`src/rtl/hv_wdg_scan_if.sv`:
```
// ============================================================================
// hv_wdg_scan_if : register-arbiter read channel used by the watchdog scanner
// Revision 1.0
// ============================================================================
`default_nettype none

interface hv_wdg_scan_if #(
  parameter int REG_AW    = 7,
  parameter int REG_DW    = 8,
  parameter int REG_CRC_W = 8
);
  logic                 o_wdg_scan_rac_rd_req;
  logic [REG_AW-1:0]    o_wdg_scan_rac_addr;
  logic                 i_rac_wdg_scan_ack;
  logic [REG_DW-1:0]    i_rac_wdg_scan_data;
  logic [REG_CRC_W-1:0] i_rac_wdg_scan_crc;

  modport master (
    output o_wdg_scan_rac_rd_req,
    output o_wdg_scan_rac_addr,
    input  i_rac_wdg_scan_ack,
    input  i_rac_wdg_scan_data,
    input  i_rac_wdg_scan_crc
  );

  modport slave (
    input  o_wdg_scan_rac_rd_req,
    input  o_wdg_scan_rac_addr,
    output i_rac_wdg_scan_ack,
    output i_rac_wdg_scan_data,
    output i_rac_wdg_scan_crc
  );
endinterface

`default_nettype wire

```
`src/rtl/hv_wdg_scan.sv`:
```
// ============================================================================
// hv_wdg_scan : periodic register scan with CRC-8 check and ack watchdog
// Revision 1.0
// ============================================================================
`default_nettype none

module hv_wdg_scan #(
  parameter int REG_AW          = 7,
  parameter int REG_DW          = 8,
  parameter int REG_CRC_W       = 8,
  parameter int SCAN_START_ADDR = 0,
  parameter int SCAN_END_ADDR   = 31,
  parameter int SCAN_INTV_CYC   = 1000,
  parameter int ACK_TMO_CYC     = 16
) (
  input  wire logic              i_clk,
  input  wire logic              i_rst_n,
  input  wire logic              i_scan_en,
  input  wire logic              i_err_clr,
  hv_wdg_scan_if.master          rac,
  output logic                   o_scan_busy,
  output logic                   o_scan_done,
  output logic                   o_crc_err,
  output logic                   o_tmo_err,
  output logic [REG_AW-1:0]      o_err_addr,
  output logic [3:0]             o_err_cnt
);

  localparam int TMO_W  = $clog2(ACK_TMO_CYC + 1);
  localparam int INTV_W = $clog2(SCAN_INTV_CYC + 1);

  localparam logic [REG_AW-1:0] C_START_ADDR = REG_AW'(SCAN_START_ADDR);
  localparam logic [REG_AW-1:0] C_END_ADDR   = REG_AW'(SCAN_END_ADDR);
  localparam logic [TMO_W-1:0]  C_TMO_LAST   = TMO_W'(ACK_TMO_CYC - 1);
  localparam logic [INTV_W-1:0] C_INTV_LAST  = INTV_W'(SCAN_INTV_CYC - 1);

  typedef enum logic [1:0] {
    S_IDLE = 2'd0,
    S_REQ  = 2'd1,
    S_GAP  = 2'd2,
    S_INTV = 2'd3
  } state_t;

  state_t              state_q;
  logic                rd_req_q;
  logic [REG_AW-1:0]   addr_q;
  logic                busy_q;
  logic                done_q;
  logic [TMO_W-1:0]    tmo_cnt_q;
  logic [INTV_W-1:0]   intv_cnt_q;
  logic                crc_err_q, crc_err_d;
  logic                tmo_err_q, tmo_err_d;
  logic [REG_AW-1:0]   err_addr_q, err_addr_d;
  logic [3:0]          err_cnt_q, err_cnt_d;

  logic                w_in_req;
  logic                w_ack;
  logic                w_crc_bad;
  logic                w_tmo;

  // Serial CRC-8 (poly 0x07, init 0), data consumed MSB first
  function automatic logic [REG_CRC_W-1:0] crc8(input logic [REG_DW-1:0] d);
    logic [7:0] c;
    c = 8'h00;
    for (int i = REG_DW - 1; i >= 0; i--) begin
      if (c[7] ^ d[i]) c = {c[6:0], 1'b0} ^ 8'h07;
      else             c = {c[6:0], 1'b0};
    end
    return REG_CRC_W'(c);
  endfunction

  // A disable in the same cycle masks any ack or timeout
  always_comb begin
    w_in_req  = (state_q == S_REQ) && i_scan_en;
    w_ack     = w_in_req && rac.i_rac_wdg_scan_ack;
    w_crc_bad = w_ack && (crc8(rac.i_rac_wdg_scan_data) != rac.i_rac_wdg_scan_crc);
    w_tmo     = w_in_req && !rac.i_rac_wdg_scan_ack && (tmo_cnt_q == C_TMO_LAST);
  end

  // Clear is applied first so a coincident error lands on a clean status
  always_comb begin
    crc_err_d  = crc_err_q;
    tmo_err_d  = tmo_err_q;
    err_addr_d = err_addr_q;
    err_cnt_d  = err_cnt_q;
    if (i_err_clr) begin
      crc_err_d  = 1'b0;
      tmo_err_d  = 1'b0;
      err_addr_d = '0;
      err_cnt_d  = 4'd0;
    end
    if (w_crc_bad || w_tmo) begin
      if (!crc_err_d && !tmo_err_d) err_addr_d = addr_q;
      if (w_crc_bad) crc_err_d = 1'b1;
      if (w_tmo)     tmo_err_d = 1'b1;
      if (err_cnt_d != 4'hF) err_cnt_d = err_cnt_d + 4'd1;
    end
  end

  always_ff @(posedge i_clk or negedge i_rst_n) begin
    if (!i_rst_n) begin
      state_q    <= S_IDLE;
      rd_req_q   <= 1'b0;
      addr_q     <= '0;
      busy_q     <= 1'b0;
      done_q     <= 1'b0;
      tmo_cnt_q  <= '0;
      intv_cnt_q <= '0;
      crc_err_q  <= 1'b0;
      tmo_err_q  <= 1'b0;
      err_addr_q <= '0;
      err_cnt_q  <= 4'd0;
    end else begin
      done_q     <= 1'b0;
      crc_err_q  <= crc_err_d;
      tmo_err_q  <= tmo_err_d;
      err_addr_q <= err_addr_d;
      err_cnt_q  <= err_cnt_d;
      if (!i_scan_en) begin
        state_q  <= S_IDLE;
        rd_req_q <= 1'b0;
        busy_q   <= 1'b0;
      end else begin
        case (state_q)
          S_IDLE: begin
            state_q   <= S_REQ;
            addr_q    <= C_START_ADDR;
            rd_req_q  <= 1'b1;
            busy_q    <= 1'b1;
            tmo_cnt_q <= '0;
          end
          S_REQ: begin
            if (w_ack || w_tmo) begin
              rd_req_q <= 1'b0;
              if (addr_q == C_END_ADDR) begin
                state_q    <= S_INTV;
                done_q     <= 1'b1;
                intv_cnt_q <= '0;
              end else begin
                state_q <= S_GAP;
                addr_q  <= addr_q + 1'b1;
              end
            end else begin
              tmo_cnt_q <= tmo_cnt_q + 1'b1;
            end
          end
          S_GAP: begin
            state_q   <= S_REQ;
            rd_req_q  <= 1'b1;
            tmo_cnt_q <= '0;
          end
          S_INTV: begin
            if (intv_cnt_q == C_INTV_LAST) begin
              state_q   <= S_REQ;
              addr_q    <= C_START_ADDR;
              rd_req_q  <= 1'b1;
              tmo_cnt_q <= '0;
            end else begin
              intv_cnt_q <= intv_cnt_q + 1'b1;
            end
          end
          default: begin
            state_q  <= S_IDLE;
            rd_req_q <= 1'b0;
            busy_q   <= 1'b0;
          end
        endcase
      end
    end
  end

  assign rac.o_wdg_scan_rac_rd_req = rd_req_q;
  assign rac.o_wdg_scan_rac_addr   = addr_q;
  assign o_scan_busy               = busy_q;
  assign o_scan_done               = done_q;
  assign o_crc_err                 = crc_err_q;
  assign o_tmo_err                 = tmo_err_q;
  assign o_err_addr                = err_addr_q;
  assign o_err_cnt                 = err_cnt_q;

endmodule

`default_nettype wire

```
`src/flat_wrapper.sv`:
```
// flat-port wrapper written by rule: the top's interface ports become plain ports
module hv_wdg_scan_flat 
#(
  parameter int REG_AW          = 7,
  parameter int REG_DW          = 8,
  parameter int REG_CRC_W       = 8,
  parameter int SCAN_START_ADDR = 0,
  parameter int SCAN_END_ADDR   = 31,
  parameter int SCAN_INTV_CYC   = 1000,
  parameter int ACK_TMO_CYC     = 16
)
  (i_clk, i_rst_n, i_scan_en, i_err_clr, o_scan_busy, o_scan_done, o_crc_err, o_tmo_err, o_err_addr, o_err_cnt, rac_o_wdg_scan_rac_rd_req, rac_o_wdg_scan_rac_addr, rac_i_rac_wdg_scan_ack, rac_i_rac_wdg_scan_data, rac_i_rac_wdg_scan_crc);
  hv_wdg_scan_if #(.REG_AW(REG_AW), .REG_DW(REG_DW), .REG_CRC_W(REG_CRC_W)) rac_i ();
  input  wire logic i_clk;
  input  wire logic i_rst_n;
  input  wire logic i_scan_en;
  input  wire logic i_err_clr;
  output logic o_scan_busy;
  output logic o_scan_done;
  output logic o_crc_err;
  output logic o_tmo_err;
  output logic [REG_AW-1:0] o_err_addr;
  output logic [3:0] o_err_cnt;
  output wire logic [$bits(rac_i.o_wdg_scan_rac_rd_req)-1:0] rac_o_wdg_scan_rac_rd_req;
  output wire logic [$bits(rac_i.o_wdg_scan_rac_addr)-1:0] rac_o_wdg_scan_rac_addr;
  input wire logic [$bits(rac_i.i_rac_wdg_scan_ack)-1:0] rac_i_rac_wdg_scan_ack;
  input wire logic [$bits(rac_i.i_rac_wdg_scan_data)-1:0] rac_i_rac_wdg_scan_data;
  input wire logic [$bits(rac_i.i_rac_wdg_scan_crc)-1:0] rac_i_rac_wdg_scan_crc;
  assign rac_o_wdg_scan_rac_rd_req = rac_i.o_wdg_scan_rac_rd_req;
  assign rac_o_wdg_scan_rac_addr = rac_i.o_wdg_scan_rac_addr;
  assign rac_i.i_rac_wdg_scan_ack = rac_i_rac_wdg_scan_ack;
  assign rac_i.i_rac_wdg_scan_data = rac_i_rac_wdg_scan_data;
  assign rac_i.i_rac_wdg_scan_crc = rac_i_rac_wdg_scan_crc;
  hv_wdg_scan #(.REG_AW(REG_AW), .REG_DW(REG_DW), .REG_CRC_W(REG_CRC_W), .SCAN_START_ADDR(SCAN_START_ADDR), .SCAN_END_ADDR(SCAN_END_ADDR), .SCAN_INTV_CYC(SCAN_INTV_CYC), .ACK_TMO_CYC(ACK_TMO_CYC)) u_core (.i_clk(i_clk), .i_rst_n(i_rst_n), .i_scan_en(i_scan_en), .i_err_clr(i_err_clr), .rac(rac_i), .o_scan_busy(o_scan_busy), .o_scan_done(o_scan_done), .o_crc_err(o_crc_err), .o_tmo_err(o_tmo_err), .o_err_addr(o_err_addr), .o_err_cnt(o_err_cnt));
endmodule
```
`config.mk`:
```
export PLATFORM = sky130hd
export DESIGN_NAME = hv_wdg_scan_flat
export DESIGN_NICKNAME = d
export VERILOG_FILES = /design/src/rtl/hv_wdg_scan_if.sv /design/src/rtl/hv_wdg_scan.sv /design/src/flat_wrapper.sv
export SDC_FILE = /design/constraint.sdc
export NUM_CORES = 1
export LEC_CHECK = 0
export CELL_PAD_IN_SITES_DETAIL_PLACEMENT = 0
export CELL_PAD_IN_SITES_GLOBAL_PLACEMENT = 1
export CORE_MARGIN = 2
export CORE_UTILIZATION = 36
export DETAILED_ROUTE_END_ITERATION = 10
export PLACE_DENSITY = 0.86
export SLEW_MARGIN = 25
export SYNTH_ARGS = -nofsm -noshare
export SYNTH_HDL_FRONTEND = slang
export SYNTH_SLANG_ARGS = --single-unit
```
`constraint.sdc`:
```
create_clock -name i_clk -period 2.1 [get_ports i_clk]
set_clock_uncertainty 0.1 [all_clocks]
set_input_delay 0.42 -clock i_clk [delete_from_list [all_inputs] [get_ports i_clk]]
set_output_delay 0.42 -clock i_clk [all_outputs]
set_load 0.02 [all_outputs]
```
==> results of run 1 <==
## registers in the layout, indices dropped and copies added, names as in the netlist
register,flops
u_core.intv_cnt_q,10
u_core.o_crc_err,1
u_core.o_err_addr,7
u_core.o_err_cnt,4
u_core.o_scan_busy,1
u_core.o_scan_done,1
u_core.o_tmo_err,1
u_core.rac.o_wdg_scan_rac_addr,7
u_core.rac.o_wdg_scan_rac_rd_req,1
u_core.state_q,2
u_core.tmo_cnt_q,5
## worst max-delay path, stage by stage
cell,delay [ns]
sky130_fd_sc_hd__buf_6,0.07
sky130_fd_sc_hd__xnor3_1,0.43
sky130_fd_sc_hd__xnor2_2,0.21
sky130_fd_sc_hd__mux2i_2,0.28
sky130_fd_sc_hd__nor4_4,0.09
sky130_fd_sc_hd__a211oi_4,0.26
sky130_fd_sc_hd__buf_6,0.17
sky130_fd_sc_hd__mux2_4,0.30
## worst paths after layout
check	startpoint	endpoint	slack [ns]	cells past startpoint
setup / recovery	rac_i_rac_wdg_scan_data[7]	u_core.o_err_addr[4]	-0.04	8
max in group asynchronous	i_rst_n	u_core.tmo_cnt_q[4]	0.90	3
min in group asynchronous	i_rst_n	u_core.rac.o_wdg_scan_rac_addr[2]	0.47	2
setup reg to reg	u_core.tmo_cnt_q[1]	u_core.intv_cnt_q[9]	0.08	9
hold reg to reg	u_core.o_tmo_err	u_core.o_tmo_err	0.44	1
hold / removal	u_core.o_tmo_err	u_core.o_tmo_err	0.44	1
## per-layer routing
metal  GRT usage (%)  share of wire, %  routed length, um  up-vias
met5               0                 0                  0        -
met4            2.20              0.21                 12        0
met3            4.33               3.6                209        2
met1            21.8                45               2590     1011
met2            27.8                51               2970       33
li1                -                 -                  -     1032
## power groups by stage
stage / Sequential, mW / Combinational [mW] / Clock (mW)
floorplan: 0.872 / 0.189 / 0
finish: 0.835 / 0.506 / 0.517
global route: 0.839 / 0.550 / 0.562
detailed placement: 0.848 / 0.439 / 0
CTS: 0.834 / 0.472 / 0.525
global placement: 0.847 / 0.429 / 0
## logic make-up after synthesis
family | Yosys count
AO/OA/AOI/OAI | 39
XOR/XNOR | 25
adder cells (fa/ha/maj) | 5
buffers and inverters | 19
flip-flops | 40
multiplexers | 15
AND/OR/NAND/NOR | 93
## area by class of cell
| type | count | area (um^2) |
|---|---|---|
| clock buffers | 5 | 68.8 |
| well taps | 77 | 96.3 |
| multi-input cells | 177 | 1450 |
| inverters | 12 | 45.0 |
| clock inverters | 3 | 18.8 |
| repair buffers | 103 | 917 |
| fillers | 535 | 2680 |
| flip-flops and latches | 40 | 1000 |
## cell usage after synthesis, types with 2 or more instances
master and count:
sky130_fd_sc_hd__and4_1 2, sky130_fd_sc_hd__nor2_1 24, sky130_fd_sc_hd__nand3b_1 3, sky130_fd_sc_hd__and3_1 7, sky130_fd_sc_hd__nor4_1 2, sky130_fd_sc_hd__ha_1 5
sky130_fd_sc_hd__a211oi_1 3, sky130_fd_sc_hd__nand2b_1 2, sky130_fd_sc_hd__dfrtp_1 40, sky130_fd_sc_hd__nor2b_1 7, sky130_fd_sc_hd__or3_1 4, sky130_fd_sc_hd__nand2_1 19
sky130_fd_sc_hd__inv_1 12, sky130_fd_sc_hd__mux2i_1 5, sky130_fd_sc_hd__mux2_2 9, sky130_fd_sc_hd__a21oi_1 4, sky130_fd_sc_hd__clkbuf_1 6, sky130_fd_sc_hd__xor2_1 10
sky130_fd_sc_hd__o32ai_1 2, sky130_fd_sc_hd__nand3_1 8, sky130_fd_sc_hd__a22o_1 2, sky130_fd_sc_hd__xnor2_1 13, sky130_fd_sc_hd__a21o_1 5, sky130_fd_sc_hd__nor3b_1 2
sky130_fd_sc_hd__nand4_1 4, sky130_fd_sc_hd__nor3_1 6, sky130_fd_sc_hd__o21ai_0 12, sky130_fd_sc_hd__o21a_1 3
## what timing repair did
action,CTS,global route
pin swaps,11,19
hold buffers,1,0
endpoints found under the setup margin,19,25
gates resized for setup,51,37
endpoints found under the hold margin,15,0
setup buffers,8,7
cloned,0,0
==> flow_summary.html, run 1 <==
<table>
<tr><th>Metric</th><th>Value</th></tr>
<tr><th colspan="2">Timing</th></tr>
<tr><td>Final Hold Vio Count</td><td>0</td></tr>
<tr><td>Worst-case hold slack</td><td>0.439 ns</td></tr>
<tr><td>Final worst-path setup slack</td><td>-0.0440 ns</td></tr>
<tr><td>Setup Total Neg Slack</td><td>-0.278 ns</td></tr>
<tr><td>Top achievable clock speed</td><td>0.466 GHz</td></tr>
<tr><td>Fraction of the cycle the final worst path needs</td><td>102%</td></tr>
<tr><td>Setup violation total in the final timing report</td><td>7</td></tr>
<tr><td>Unrepaired setup endpoints after global routing</td><td>yes</td></tr>
<tr><td>Number of max-slew violations in the final report</td><td>0</td></tr>
<tr><td>Least-Margin Pin Slew</td><td>a little under 0.4 ns</td></tr>
<tr><td>Slew HR</td><td>73.8%</td></tr>
<tr><td>Period minus WS final</td><td>2.14 ns</td></tr>
<tr><th colspan="2">Hold path</th></tr>
<tr><td>Worst hold path class</td><td>register to register</td></tr>
<tr><th colspan="2">Yosys</th></tr>
<tr><td>Fraction of post-synthesis cell area in the top cell type by area</td><td>43.2%</td></tr>
<tr><td>Post-synthesis cell count</td><td>236</td></tr>
<tr><td>Flip-flop and latch count after synthesis</td><td>40</td></tr>
<tr><td>Post-Synth XOR/XNOR Area</td><td>10.7%</td></tr>
<tr><td>Dominant combinational cell family by area after synthesis</td><td>simple AND/OR/NAND/NOR gates</td></tr>
<tr><td>Largest cells by area after synthesis</td><td>sky130_fd_sc_hd__dfrtp_1 (43%), sky130_fd_sc_hd__xnor2_1 (4.9%), sky130_fd_sc_hd__mux2_2 (4.4%), sky130_fd_sc_hd__nor2_1 (3.9%), sky130_fd_sc_hd__xor2_1 (3.8%)</td></tr>
<tr><td>YS warnings</td><td>0</td></tr>
<tr><td>Mux share of post-synthesis cell area</td><td>7.50%</td></tr>
<tr><td>Post-synthesis async set-or-reset flop share</td><td>100%</td></tr>
<tr><td>Distinct cells, synth</td><td>43</td></tr>
<tr><td>Count of flip-flops with a built-in enable after synthesis</td><td>0</td></tr>
<tr><td>Sequential-to-total area share from yosys stat</td><td>43.2%</td></tr>
<tr><td>Synth Area in Compound Gates</td><td>11.9%</td></tr>
<tr><td>Net count after synthesis</td><td>262</td></tr>
<tr><td>Adder-cell share of the synthesized area</td><td>2.70%</td></tr>
<tr><td>Largest area contributor in the synthesized netlist</td><td>sky130_fd_sc_hd__dfrtp_1</td></tr>
<tr><td>Primary FF master, synth</td><td>sky130_fd_sc_hd__dfrtp_1</td></tr>
<tr><td>Simple-gate portion of the synthesized area</td><td>a little over a fifth</td></tr>
<tr><td>Average instance area after synthesis</td><td>9.82 um^2</td></tr>
<tr><td>Total standard cell area after synthesis</td><td>2320 um^2</td></tr>
<tr><th colspan="2">Status</th></tr>
<tr><td>Run status</td><td>complete, but fails checks</td></tr>
<tr><td>Violations in the final reports</td><td>negative setup slack</td></tr>
<tr><th colspan="2">Clock network</th></tr>
<tr><td>Number of H-tree levels</td><td>2</td></tr>
<tr><td>CTS root buf</td><td>sky130_fd_sc_hd__clkbuf_8</td></tr>
<tr><td>Clock insertion delay at the later pin of the skew report</td><td>approximately 0.3 ns</td></tr>
<tr><td>CTS sink cnt</td><td>40</td></tr>
<tr><td>CTS tree</td><td>yes</td></tr>
<tr><td>Number of buffers inserted during clock tree synthesis</td><td>5</td></tr>
<tr><td>CTS clk-pin slew, worst paths</td><td>0.08 ns</td></tr>
<tr><td>Buffer levels on the longest clock path</td><td>2</td></tr>
<tr><th colspan="2">Final layout</th></tr>
<tr><td>Antenna fix cells</td><td>0</td></tr>
<tr><td>Growth of design area from synthesis to finish</td><td>55.2%</td></tr>
<tr><td>Post-route design area</td><td>about 3600 um^2</td></tr>
<tr><td># nets final</td><td>365</td></tr>
<tr><td>Final core utilization</td><td>57.3%</td></tr>
<tr><td>Ratio of cells with drive above 1 in the final layout</td><td>roughly 33%</td></tr>
<tr><td>Most frequent standard cell in the layout excluding fill and tap cells</td><td>sky130_fd_sc_hd__buf_4</td></tr>
<tr><td>Final std cells w/o fill</td><td>417</td></tr>
<tr><td>Most used cells in the layout excluding fill and tap cells</td><td>sky130_fd_sc_hd__buf_4 (52), sky130_fd_sc_hd__dfrtp_1 (40), sky130_fd_sc_hd__clkdlybuf4s50_1 (27), sky130_fd_sc_hd__nor2_1 (22), sky130_fd_sc_hd__nand2_1 (19)</td></tr>
<tr><th colspan="2">Place</th></tr>
<tr><td>Placed cell count</td><td>396</td></tr>
<tr><td>Count of buffers inserted at the top-level ports</td><td>43</td></tr>
<tr><td>Area of placed instances</td><td>between 3000 and 4000 um^2</td></tr>
<tr><td>Placement-stage worst setup slack</td><td>-0.880 ns</td></tr>
<tr><td>HPWL reported at the end of detailed placement</td><td>just over 4000 um</td></tr>
<tr><td>GPL Wtd Cong</td><td>0.804</td></tr>
<tr><th colspan="2">Routing</th></tr>
<tr><td>Post-detailed-routing wire length</td><td>approximately 5800 um</td></tr>
<tr><td>Via count</td><td>about 2100</td></tr>
<tr><td>Post-route antenna net violation count</td><td>0</td></tr>
<tr><td>Via density per instance</td><td>4.98</td></tr>
<tr><td>Initial DRT Pass Iterations</td><td>4</td></tr>
<tr><td>Remaining routing DRC violations</td><td>0</td></tr>
<tr><td>Wire length per cell</td><td>13.9 um</td></tr>
<tr><td>Initial detailed-routing violation count</td><td>90</td></tr>
<tr><th colspan="2">Die</th></tr>
<tr><td>Initial standard-cell utilization of the core</td><td>36.9%</td></tr>
<tr><td>Total core area</td><td>between 6000 and 7000 um^2</td></tr>
<tr><td>Die Footprint</td><td>7100 um^2</td></tr>
<tr><td>Die Width</td><td>84.3 um</td></tr>
<tr><td>Vert. Die Dim</td><td>~84 um</td></tr>
<tr><td>Num ports</td><td>44</td></tr>
<tr><td>Rows</td><td>29</td></tr>
<tr><th colspan="2">Worst setup path</th></tr>
<tr><td>CP Launch Type</td><td>primary input</td></tr>
<tr><td>Startpoint-to-endpoint class of the critical path</td><td>primary input to register</td></tr>
<tr><td>Max FO, Critical Path</td><td>4</td></tr>
<tr><td>Data arrival time of the critical path</td><td>2.23 ns</td></tr>
<tr><td>Endpoint required time on the critical path</td><td>2.19 ns</td></tr>
<tr><td>Critical Path End Type</td><td>register</td></tr>
<tr><th colspan="2">Power and ir drop</th></tr>
<tr><td>Internal power</td><td>1.31 mW</td></tr>
<tr><td>Comb pwr share</td><td>27.2%</td></tr>
<tr><td>Switching power of the nets</td><td>544 uW</td></tr>
<tr><td>Leakage power figure</td><td>1.71 nW</td></tr>
<tr><td>Max rail drop VDD</td><td>~0.00047 V</td></tr>
<tr><td>Sw Share</td><td>29.3%</td></tr>
<tr><td>Flop pwr share</td><td>44.9%</td></tr>
<tr><td>Power density cells</td><td>516 nW/um^2</td></tr>
<tr><td>Relative contribution of the clock network to total power</td><td>27.8%</td></tr>
<tr><td>Power Total</td><td>1.86 mW</td></tr>
<tr><th colspan="2">Global route</th></tr>
<tr><td>First-pass GRT wire length</td><td>9630 um</td></tr>
<tr><td>Vias in the first global route</td><td>2054</td></tr>
<tr><td>Pin count of the biggest net entering global routing</td><td>18</td></tr>
<tr><td>Congestion Overflow GR</td><td>0</td></tr>
<tr><td>Initial antenna violation count</td><td>0</td></tr>
<tr><td>Total GRT Usage</td><td>between 10% and 20%</td></tr>
<tr><th colspan="2">Job</th></tr>
<tr><td>Number of maximum-capacitance violations</td><td>0</td></tr>
</table>
No activity file was read; power rests on OpenSTA's default activity.
==> inputs of run 2 (changes only) <==
--- a/config.mk
+++ b/config.mk
@@ -8,9 +8,11 @@
 export CELL_PAD_IN_SITES_DETAIL_PLACEMENT = 0
 export CELL_PAD_IN_SITES_GLOBAL_PLACEMENT = 1
 export CORE_MARGIN = 2
-export CORE_UTILIZATION = 36
+export CORE_UTILIZATION = 37
+export CTS_BUF_LIST = sky130_fd_sc_hd__clkbuf_8
 export DETAILED_ROUTE_END_ITERATION = 10
-export PLACE_DENSITY = 0.86
+export GPL_TIMING_DRIVEN = 0
+export PLACE_DENSITY = 0.88
 export SLEW_MARGIN = 25
 export SYNTH_ARGS = -nofsm -noshare
 export SYNTH_HDL_FRONTEND = slang
==> run 2 against run 1 <==
Effect of this change: the flow still finishes with violations (negative setup slack); first-iteration DRC count is 26% lower; worst setup slack worse by 0.077 ns; register-to-register slack worse by 0.12 ns; critical path type unchanged; non-clock buffer count is 34 lower.
==> flow_summary.html, run 2 (synthesis gave the netlist of run 1 again) <==
<table>
<tr><th>Metric</th><th>Value</th></tr>
<tr><th colspan="2">Final layout</th></tr>
<tr><td>Largest register FFs</td><td>10 (unchanged)</td></tr>
<tr><td>Ratio of cells with drive above 1 in the final layout</td><td>28.2% (-5.0 points)</td></tr>
<tr><td>Final core utilization</td><td>56.9% (-0.39 points)</td></tr>
<tr><td># nets final</td><td>331 (-9.3%)</td></tr>
<tr><td>Most used cells in the layout excluding fill and tap cells</td><td>sky130_fd_sc_hd__dfrtp_1 (40), sky130_fd_sc_hd__clkdlybuf4s50_1 (30), sky130_fd_sc_hd__nor2_1 (20), sky130_fd_sc_hd__nand2_1 (18), sky130_fd_sc_hd__buf_4 (13)</td></tr>
<tr><td>Top register by number of flip-flops</td><td>u_core.intv_cnt_q</td></tr>
<tr><td>Post-route design area</td><td>3410 um^2 (-5.2%)</td></tr>
<tr><td>Antenna fix cells</td><td>0 (unchanged)</td></tr>
<tr><td>Most frequent standard cell in the layout excluding fill and tap cells</td><td>sky130_fd_sc_hd__dfrtp_1</td></tr>
<tr><td>Final std cells w/o fill</td><td>380 (-8.9%)</td></tr>
<tr><td>Growth of design area from synthesis to finish</td><td>47.1%</td></tr>
<tr><td>Filler Cell Count</td><td>510 (-4.7%)</td></tr>
<tr><th colspan="2">Clock network</th></tr>
<tr><td>CTS sink cnt</td><td>40 (unchanged)</td></tr>
<tr><td>Number of buffers inserted during clock tree synthesis</td><td>5 (unchanged)</td></tr>
<tr><td>Clock insertion delay at the later pin of the skew report</td><td>0.30 ns (about the same)</td></tr>
<tr><td>CTS tree</td><td>yes</td></tr>
<tr><td>Number of H-tree levels</td><td>2 (unchanged)</td></tr>
<tr><td>Buffer levels on the longest clock path</td><td>2 (unchanged)</td></tr>
<tr><td>CTS root buf</td><td>sky130_fd_sc_hd__clkbuf_8</td></tr>
<tr><td>CTS clk-pin slew, worst paths</td><td>0.08 ns (about the same)</td></tr>
<tr><th colspan="2">Place</th></tr>
<tr><td>Area of placed instances</td><td>2890 um^2 (-9.6%)</td></tr>
<tr><td>Placed cell count</td><td>354 (-11%)</td></tr>
<tr><td>HPWL reported at the end of detailed placement</td><td>3610 um (-12%)</td></tr>
<tr><td>Count of buffers inserted at the top-level ports</td><td>42 (-2.3%)</td></tr>
<tr><td>GPL Wtd Cong</td><td>0.755 (-6.2%)</td></tr>
<tr><th colspan="2">Routing</th></tr>
<tr><td>Initial detailed-routing violation count</td><td>67 (-26%)</td></tr>
<tr><td>Via count</td><td>1985 (-4.5%)</td></tr>
<tr><td>Wire length per cell</td><td>14.8 um (+6.9%)</td></tr>
<tr><td>Remaining routing DRC violations</td><td>0 (unchanged)</td></tr>
<tr><td>Initial DRT Pass Iterations</td><td>4 (unchanged)</td></tr>
<tr><td>Post-detailed-routing wire length</td><td>5640 um (-2.6%)</td></tr>
<tr><td>Via density per instance</td><td>5.22 (+4.8%)</td></tr>
<tr><td>Post-route antenna net violation count</td><td>0 (unchanged)</td></tr>
<tr><th colspan="2">Status</th></tr>
<tr><td>Run status</td><td>complete, but fails checks</td></tr>
<tr><td>Violations in the final reports</td><td>negative setup slack</td></tr>
<tr><th colspan="2">Timing</th></tr>
<tr><td>Final worst-path setup slack</td><td>-0.121 ns (-0.0766 ns)</td></tr>
<tr><td>Least-Margin Pin Slew</td><td>0.385 ns (-0.00866 ns)</td></tr>
<tr><td>Period minus WS final</td><td>2.22 ns (+0.0766 ns)</td></tr>
<tr><td>Number of max-slew violations in the final report</td><td>0 (unchanged)</td></tr>
<tr><td>Fraction of the cycle the final worst path needs</td><td>106% (+3.6 points)</td></tr>
<tr><td>Unrepaired setup endpoints after global routing</td><td>yes</td></tr>
<tr><td>Slew HR</td><td>74.2% (+0.38 points)</td></tr>
<tr><td>Final Hold Vio Count</td><td>0 (unchanged)</td></tr>
<tr><td>Top achievable clock speed</td><td>0.450 GHz (-3.5%)</td></tr>
<tr><td>Setup violation total in the final timing report</td><td>9 (+2)</td></tr>
<tr><th colspan="2">Die</th></tr>
<tr><td>Vert. Die Dim</td><td>83.2 um (-1.3%)</td></tr>
<tr><td>Die Footprint</td><td>6920 um^2 (-2.6%)</td></tr>
<tr><td>Initial standard-cell utilization of the core</td><td>38.7% (+1.8 points)</td></tr>
<tr><td>Rows</td><td>28 (-3.4%)</td></tr>
<tr><td>Num ports</td><td>44 (unchanged)</td></tr>
<tr><td>Die Width</td><td>83.2 um (-1.3%)</td></tr>
<tr><td>Total core area</td><td>5990 um^2 (-4.6%)</td></tr>
<tr><th colspan="2">Power and ir drop</th></tr>
<tr><td>Power Total</td><td>1.78 mW (-4.2%)</td></tr>
<tr><td>Leakage power figure</td><td>1.53 nW (-11%)</td></tr>
<tr><td>Max rail drop VDD</td><td>0.000398 V (-15%)</td></tr>
<tr><td>Power density cells</td><td>522 nW/um^2 (+1.1%)</td></tr>
<tr><th colspan="2">Worst setup path</th></tr>
<tr><td>Endpoint required time on the critical path</td><td>2.19 ns (about the same)</td></tr>
<tr><td>Critical Path End Type</td><td>register</td></tr>
<tr><td>Startpoint-to-endpoint class of the critical path</td><td>primary input to register</td></tr>
<tr><td>Max FO, Critical Path</td><td>7 (+3)</td></tr>
<tr><td>CP Launch Type</td><td>primary input</td></tr>
<tr><td>Data arrival time of the critical path</td><td>2.31 ns (+0.08 ns)</td></tr>
<tr><th colspan="2">Global route</th></tr>
<tr><td>Total GRT Usage</td><td>15.8% (-0.65 points)</td></tr>
<tr><td>Pin count of the biggest net entering global routing</td><td>27 (+9)</td></tr>
<tr><td>First-pass GRT wire length</td><td>9070 um (-5.8%)</td></tr>
<tr><td>Initial antenna violation count</td><td>0 (unchanged)</td></tr>
<tr><td>Congestion Overflow GR</td><td>0 (unchanged)</td></tr>
<tr><td>Vias in the first global route</td><td>1969 (-4.1%)</td></tr>
<tr><th colspan="2">Hold path</th></tr>
<tr><td>Worst hold path class</td><td>register to register</td></tr>
<tr><th colspan="2">Job</th></tr>
<tr><td>Number of maximum-capacitance violations</td><td>0 (unchanged)</td></tr>
</table>
[run 2: cell types whose count changed in the layout (fill, tap and decap cells not counted), moves of 3 or more]
cell	previous run	this run
sky130_fd_sc_hd__buf_4	52	13
sky130_fd_sc_hd__buf_6	11	5
sky130_fd_sc_hd__clkbuf_2	0	5
sky130_fd_sc_hd__clkdlybuf4s50_1	27	30
sky130_fd_sc_hd__dlymetal6s2s_1	4	1
sky130_fd_sc_hd__o21ai_0	11	8
sky130_fd_sc_hd__o21ai_1	0	3
[run 2: per-stage QoR]
stage / hold WS (ns) / setup TNS [ns] / setup slack (ns)
after floorplan: 0.0244 / -2.13 / -0.248
after global placement: 0.387 / -36.26 / -1.01
after detailed placement: 0.250 / -17.53 / -1.06
after CTS: 0.408 / -1.42 / -0.163
after global routing: 0.434 / -1.57 / -0.170
final: 0.409 / -0.811 / -0.121
[run 2: cell type report]
type | count | area [um^2] | share of cell area [%]
Buffer | 7 | 66.3 | 1.94
Tap cell | 75 | 93.8 | 2.75
Clock buffer | 5 | 68.8 | 2.02
Multi-Input combinational cell | 177 | 1520 | 44.4
Timing Repair Buffer | 62 | 607 | 17.8
Clock inverter | 2 | 12.5 | 0.367
Inverter | 12 | 45.0 | 1.32
Sequential cell | 40 | 1000 | 29.4
[run 2: path summary, 6_finish.rpt]
kind / start / end / slack [ns] / cells after the start
max in group asynchronous: i_rst_n / u_core.state_q[1] / 1.00 / 3
hold reg to reg: u_core.tmo_cnt_q[0] / u_core.tmo_cnt_q[0] / 0.41 / 1
min in group asynchronous: i_rst_n / u_core.tmo_cnt_q[3] / 0.44 / 2
setup / recovery: rac_i_rac_wdg_scan_data[7] / u_core.o_err_addr[4] / -0.12 / 8
setup reg to reg: u_core.tmo_cnt_q[1] / u_core.intv_cnt_q[6] / -0.04 / 11
hold / removal: u_core.tmo_cnt_q[0] / u_core.tmo_cnt_q[0] / 0.41 / 1
[run 2: report_power, final]
part	internal (mW)	switching (mW)	total (mW)
Combinational	0.221	0.215	0.436
Sequential	0.808	0.0374	0.845
Clock	0.225	0.275	0.500
[run 2: worst max-delay path, cell delays in order]
cell and delay, ns:
sky130_fd_sc_hd__buf_8 0.07, sky130_fd_sc_hd__xnor3_1 0.43, sky130_fd_sc_hd__xnor2_2 0.23, sky130_fd_sc_hd__mux2i_2 0.31, sky130_fd_sc_hd__nor4_4 0.10, sky130_fd_sc_hd__a211oi_4 0.26, sky130_fd_sc_hd__buf_12 0.16, sky130_fd_sc_hd__mux2_2 0.32
[run 2: timing repair]
item | CTS | global route
hold endpoints to repair | 14 | 0
setup buffers | 12 | 9
pin swaps | 11 | 20
hold buffers | 1 | 0
gates resized for setup | 57 | 48
endpoints found under the setup margin | 28 | 25
[run 2: routing by layer]
layer	global-route usage [%]	up-vias	share of wire [%]
met2	27.6	34	51
met1	20.0	979	45
li1	-	964	-
met4	3.58	0	0.96
met3	3.48	8	3.5
met5	0	-	0
==> inputs of run 3 (changes only) <==
--- a/config.mk
+++ b/config.mk
@@ -8,11 +8,11 @@
 export CELL_PAD_IN_SITES_DETAIL_PLACEMENT = 0
 export CELL_PAD_IN_SITES_GLOBAL_PLACEMENT = 1
 export CORE_MARGIN = 2
-export CORE_UTILIZATION = 37
+export CORE_UTILIZATION = 30
 export CTS_BUF_LIST = sky130_fd_sc_hd__clkbuf_8
 export DETAILED_ROUTE_END_ITERATION = 10
 export GPL_TIMING_DRIVEN = 0
-export PLACE_DENSITY = 0.88
+export PLACE_DENSITY = 0.73
 export SLEW_MARGIN = 25
 export SYNTH_ARGS = -nofsm -noshare
 export SYNTH_HDL_FRONTEND = slang
==> constraint.sdc (replaced) <==
create_clock -name i_clk -period 2.5 [get_ports i_clk]
set_clock_uncertainty 0.1 [all_clocks]
set_input_delay 0.5 -clock i_clk [delete_from_list [all_inputs] [get_ports i_clk]]
set_output_delay 0.5 -clock i_clk [all_outputs]
set_load 0.02 [all_outputs]
==> run 3 against run 2 <==
Effect of this change: the run now ends clean; power down 12%; register-to-register slack better by 0.19 ns; critical path type unchanged; largest power group unchanged; largest cell class unchanged; first-iteration DRC count up 13%.
==> flow_summary.html, run 3 (synthesis gave the netlist of run 1 again) <==
<table>
<tr><th>Metric</th><th>Value</th></tr>
<tr><th colspan="2">Routing</th></tr>
<tr><td>Wire length per cell</td><td>12.8 um (-13%)</td></tr>
<tr><td>Via count</td><td>1885 (-5.0%)</td></tr>
<tr><td>Post-route antenna net violation count</td><td>0 (unchanged)</td></tr>
<tr><td>Initial DRT Pass Iterations</td><td>4 (unchanged)</td></tr>
<tr><td>Initial detailed-routing violation count</td><td>76 (+13%)</td></tr>
<tr><td>Remaining routing DRC violations</td><td>0 (unchanged)</td></tr>
<tr><td>Post-detailed-routing wire length</td><td>5070 um (-10%)</td></tr>
<tr><td>Via density per instance</td><td>4.77 (-8.6%)</td></tr>
<tr><th colspan="2">Final layout</th></tr>
<tr><td>Ratio of cells with drive above 1 in the final layout</td><td>14.7% (-14 points)</td></tr>
<tr><td>Most used cells in the layout excluding fill and tap cells</td><td>sky130_fd_sc_hd__dfrtp_1 (40), sky130_fd_sc_hd__clkdlybuf4s50_1 (33), sky130_fd_sc_hd__nor2_1 (23), sky130_fd_sc_hd__nand2_1 (19)</td></tr>
<tr><td>Post-route design area</td><td>3120 um^2 (-8.6%)</td></tr>
<tr><td>Final std cells w/o fill</td><td>395 (+3.9%)</td></tr>
<tr><td>Antenna fix cells</td><td>0 (unchanged)</td></tr>
<tr><td>Largest register FFs</td><td>10 (unchanged)</td></tr>
<tr><td>Most frequent standard cell in the layout excluding fill and tap cells</td><td>sky130_fd_sc_hd__dfrtp_1</td></tr>
<tr><td># nets final</td><td>318 (-3.9%)</td></tr>
<tr><td>Top register by number of flip-flops</td><td>u_core.intv_cnt_q</td></tr>
<tr><td>Filler Cell Count</td><td>750 (+47%)</td></tr>
<tr><td>Growth of design area from synthesis to finish</td><td>34.4%</td></tr>
<tr><th colspan="2">Global route</th></tr>
<tr><td>Initial antenna violation count</td><td>0 (unchanged)</td></tr>
<tr><td>Total GRT Usage</td><td>12.6% (-3.2 points)</td></tr>
<tr><td>Congestion Overflow GR</td><td>0 (unchanged)</td></tr>
<tr><td>Vias in the first global route</td><td>1841 (-6.5%)</td></tr>
<tr><td>Pin count of the biggest net entering global routing</td><td>24 (-11%)</td></tr>
<tr><td>First-pass GRT wire length</td><td>8580 um (-5.3%)</td></tr>
<tr><th colspan="2">Clock network</th></tr>
<tr><td>Number of H-tree levels</td><td>2 (unchanged)</td></tr>
<tr><td>CTS tree</td><td>yes</td></tr>
<tr><td>Buffer levels on the longest clock path</td><td>2 (unchanged)</td></tr>
<tr><td>Number of hold-repair buffers added at the cts stage</td><td>0 (-1)</td></tr>
<tr><td>CTS sink cnt</td><td>40 (unchanged)</td></tr>
<tr><td>CTS clk-pin slew, worst paths</td><td>0.08 ns (about the same)</td></tr>
<tr><td>Clock insertion delay at the later pin of the skew report</td><td>0.30 ns (about the same)</td></tr>
<tr><td>Number of buffers inserted during clock tree synthesis</td><td>5 (unchanged)</td></tr>
<tr><td>CTS root buf</td><td>sky130_fd_sc_hd__clkbuf_8</td></tr>
<tr><th colspan="2">Timing</th></tr>
<tr><td>Fraction of the cycle the final worst path needs</td><td>between 90 and 100%</td></tr>
<tr><td>Slew HR</td><td>61.9% (-12 points)</td></tr>
<tr><td>Final worst-path setup slack</td><td>0.0383 ns (+0.159 ns)</td></tr>
<tr><td>Least-Margin Pin Slew</td><td>0.570 ns (+0.185 ns)</td></tr>
<tr><td>Final Hold Vio Count</td><td>0 (unchanged)</td></tr>
<tr><td>Period minus WS final</td><td>2.46 ns</td></tr>
<tr><td>Setup violation total in the final timing report</td><td>0 (-9)</td></tr>
<tr><td>Setup Total Neg Slack</td><td>0 ns (+0.811 ns)</td></tr>
<tr><td>Top achievable clock speed</td><td>0.406 GHz</td></tr>
<tr><td>Number of max-slew violations in the final report</td><td>0 (unchanged)</td></tr>
<tr><th colspan="2">Job</th></tr>
<tr><td>Number of maximum-capacitance violations</td><td>0 (unchanged)</td></tr>
<tr><th colspan="2">Power and ir drop</th></tr>
<tr><td>Comb pwr share</td><td>19.1% (-5.4 points)</td></tr>
<tr><td>Flop pwr share</td><td>45.1% (-2.4 points)</td></tr>
<tr><td>Power density cells</td><td>505 nW/um^2 (-3.2%)</td></tr>
<tr><td>Internal power</td><td>1.15 mW (-8.0%)</td></tr>
<tr><td>Max rail drop VDD</td><td>0.000207 V (-48%)</td></tr>
<tr><td>Switching power of the nets</td><td>421 uW (-20%)</td></tr>
<tr><td>Sw Share</td><td>26.8% (-2.8 points)</td></tr>
<tr><td>Relative contribution of the clock network to total power</td><td>35.7% (+7.6 points)</td></tr>
<tr><td>Leakage power figure</td><td>1.37 nW (-10%)</td></tr>
<tr><th colspan="2">Die</th></tr>
<tr><td>Vert. Die Dim</td><td>91.9 um (+11%)</td></tr>
<tr><td>Die Width</td><td>91.9 um (+11%)</td></tr>
<tr><td>Rows</td><td>32 (+14%)</td></tr>
<tr><td>Initial standard-cell utilization of the core</td><td>30.5% (-8.2 points)</td></tr>
<tr><td>Die Footprint</td><td>8450 um^2 (+22%)</td></tr>
<tr><td>Num ports</td><td>44 (unchanged)</td></tr>
<tr><td>Total core area</td><td>7610 um^2 (+27%)</td></tr>
<tr><th colspan="2">Place</th></tr>
<tr><td>Placement-stage worst setup slack</td><td>-0.685 ns (+0.374 ns)</td></tr>
<tr><td>GPL Wtd Cong</td><td>0.809 (+7.2%)</td></tr>
<tr><td>Placed cell count</td><td>381 (+7.6%)</td></tr>
<tr><td>HPWL reported at the end of detailed placement</td><td>3670 um (+1.5%)</td></tr>
<tr><td>Area of placed instances</td><td>2890 um^2 (about the same)</td></tr>
<tr><td>Count of buffers inserted at the top-level ports</td><td>42 (unchanged)</td></tr>
<tr><th colspan="2">Hold path</th></tr>
<tr><td>Worst hold path class</td><td>primary input to async pin</td></tr>
<tr><th colspan="2">Worst setup path</th></tr>
<tr><td>Endpoint required time on the critical path</td><td>2.59 ns (+0.40 ns)</td></tr>
<tr><td>Max FO, Critical Path</td><td>7 (unchanged)</td></tr>
<tr><td>CP Launch Type</td><td>primary input</td></tr>
<tr><td>Data arrival time of the critical path</td><td>2.55 ns (+0.24 ns)</td></tr>
<tr><td>Critical Path End Type</td><td>register</td></tr>
<tr><td>Startpoint-to-endpoint class of the critical path</td><td>primary input to register</td></tr>
<tr><th colspan="2">Status</th></tr>
<tr><td>Run status</td><td>finished, final reports clean</td></tr>
</table>
## run 3: layer usage
layer	vias to the layer above	part of all wire, %	GRT usage (%)
met2	35	47	19.7
met4	0	1.2	4.10
met5	-	0	0
met1	901	48	17.2
li1	942	-	-
met3	7	3.2	2.96
## run 3: critical path: stages
cell and delay (ns):
sky130_fd_sc_hd__dlygate4sd2_1 0.29, sky130_fd_sc_hd__xor2_2 0.22, sky130_fd_sc_hd__mux2_4 0.32, sky130_fd_sc_hd__mux2_4 0.29
sky130_fd_sc_hd__nor4_4 0.26, sky130_fd_sc_hd__buf_4 0.18, sky130_fd_sc_hd__a211oi_4 0.06, sky130_fd_sc_hd__buf_12 0.16
sky130_fd_sc_hd__mux2_2 0.27
## run 3: final timing paths
kind	startpoint	to	slack, ns	cells past startpoint
max	rac_i_rac_wdg_scan_data[1]	u_core.o_err_addr[2]	0.04	9
min	i_rst_n	u_core.state_q[0]	0.05	1
max reg2reg	u_core.tmo_cnt_q[0]	u_core.tmo_cnt_q[3]	0.15	7
min reg2reg	u_core.tmo_cnt_q[0]	u_core.tmo_cnt_q[0]	0.41	1
max in group asynchronous	i_rst_n	u_core.intv_cnt_q[9]	1.78	2
min in group i_clk	u_core.tmo_cnt_q[0]	u_core.tmo_cnt_q[0]	0.41	1
## run 3: power groups by stage
stage,sequential (mW),clock (mW),combinational [mW]
global placement,0.722,0,0.276
global route,0.718,0.606,0.334
detailed placement,0.723,0,0.284
floorplan,0.733,0,0.152
finish,0.711,0.562,0.301
CTS,0.711,0.580,0.295
## run 3: final cells by class
cell class / instances / area [um^2] / area share [%]
clock buffers: 6 / 82.6 / 2.65
flip-flops and latches: 40 / 1000 / 32.1
inverters: 12 / 45.0 / 1.45
plain buffers: 7 / 30.0 / 0.964
multi-input cells: 177 / 1300 / 41.6
well taps: 102 / 128 / 4.10
clock inverters: 2 / 38.8 / 1.24
repair buffers: 49 / 493 / 15.8
## run 3: metrics by stage
stage	hold slack (ns)	power, mW	utilization (%)
after floorplan	0.104	0.885	-
after global placement	0.394	0.999	37.7
after detailed placement	0.384	1.01	38.0
after CTS	0.0515	1.59	40.5
after global routing	0.0539	1.66	41.0
final	0.0480	1.57	41.0
## run 3: what timing repair did
| item | CTS | global route |
|---|---|---|
| endpoints found under the setup margin | 15 | 18 |
| buffers inserted | 5 | 1 |
| pin swaps | 5 | 5 |
| gates resized for setup | 14 | 13 |
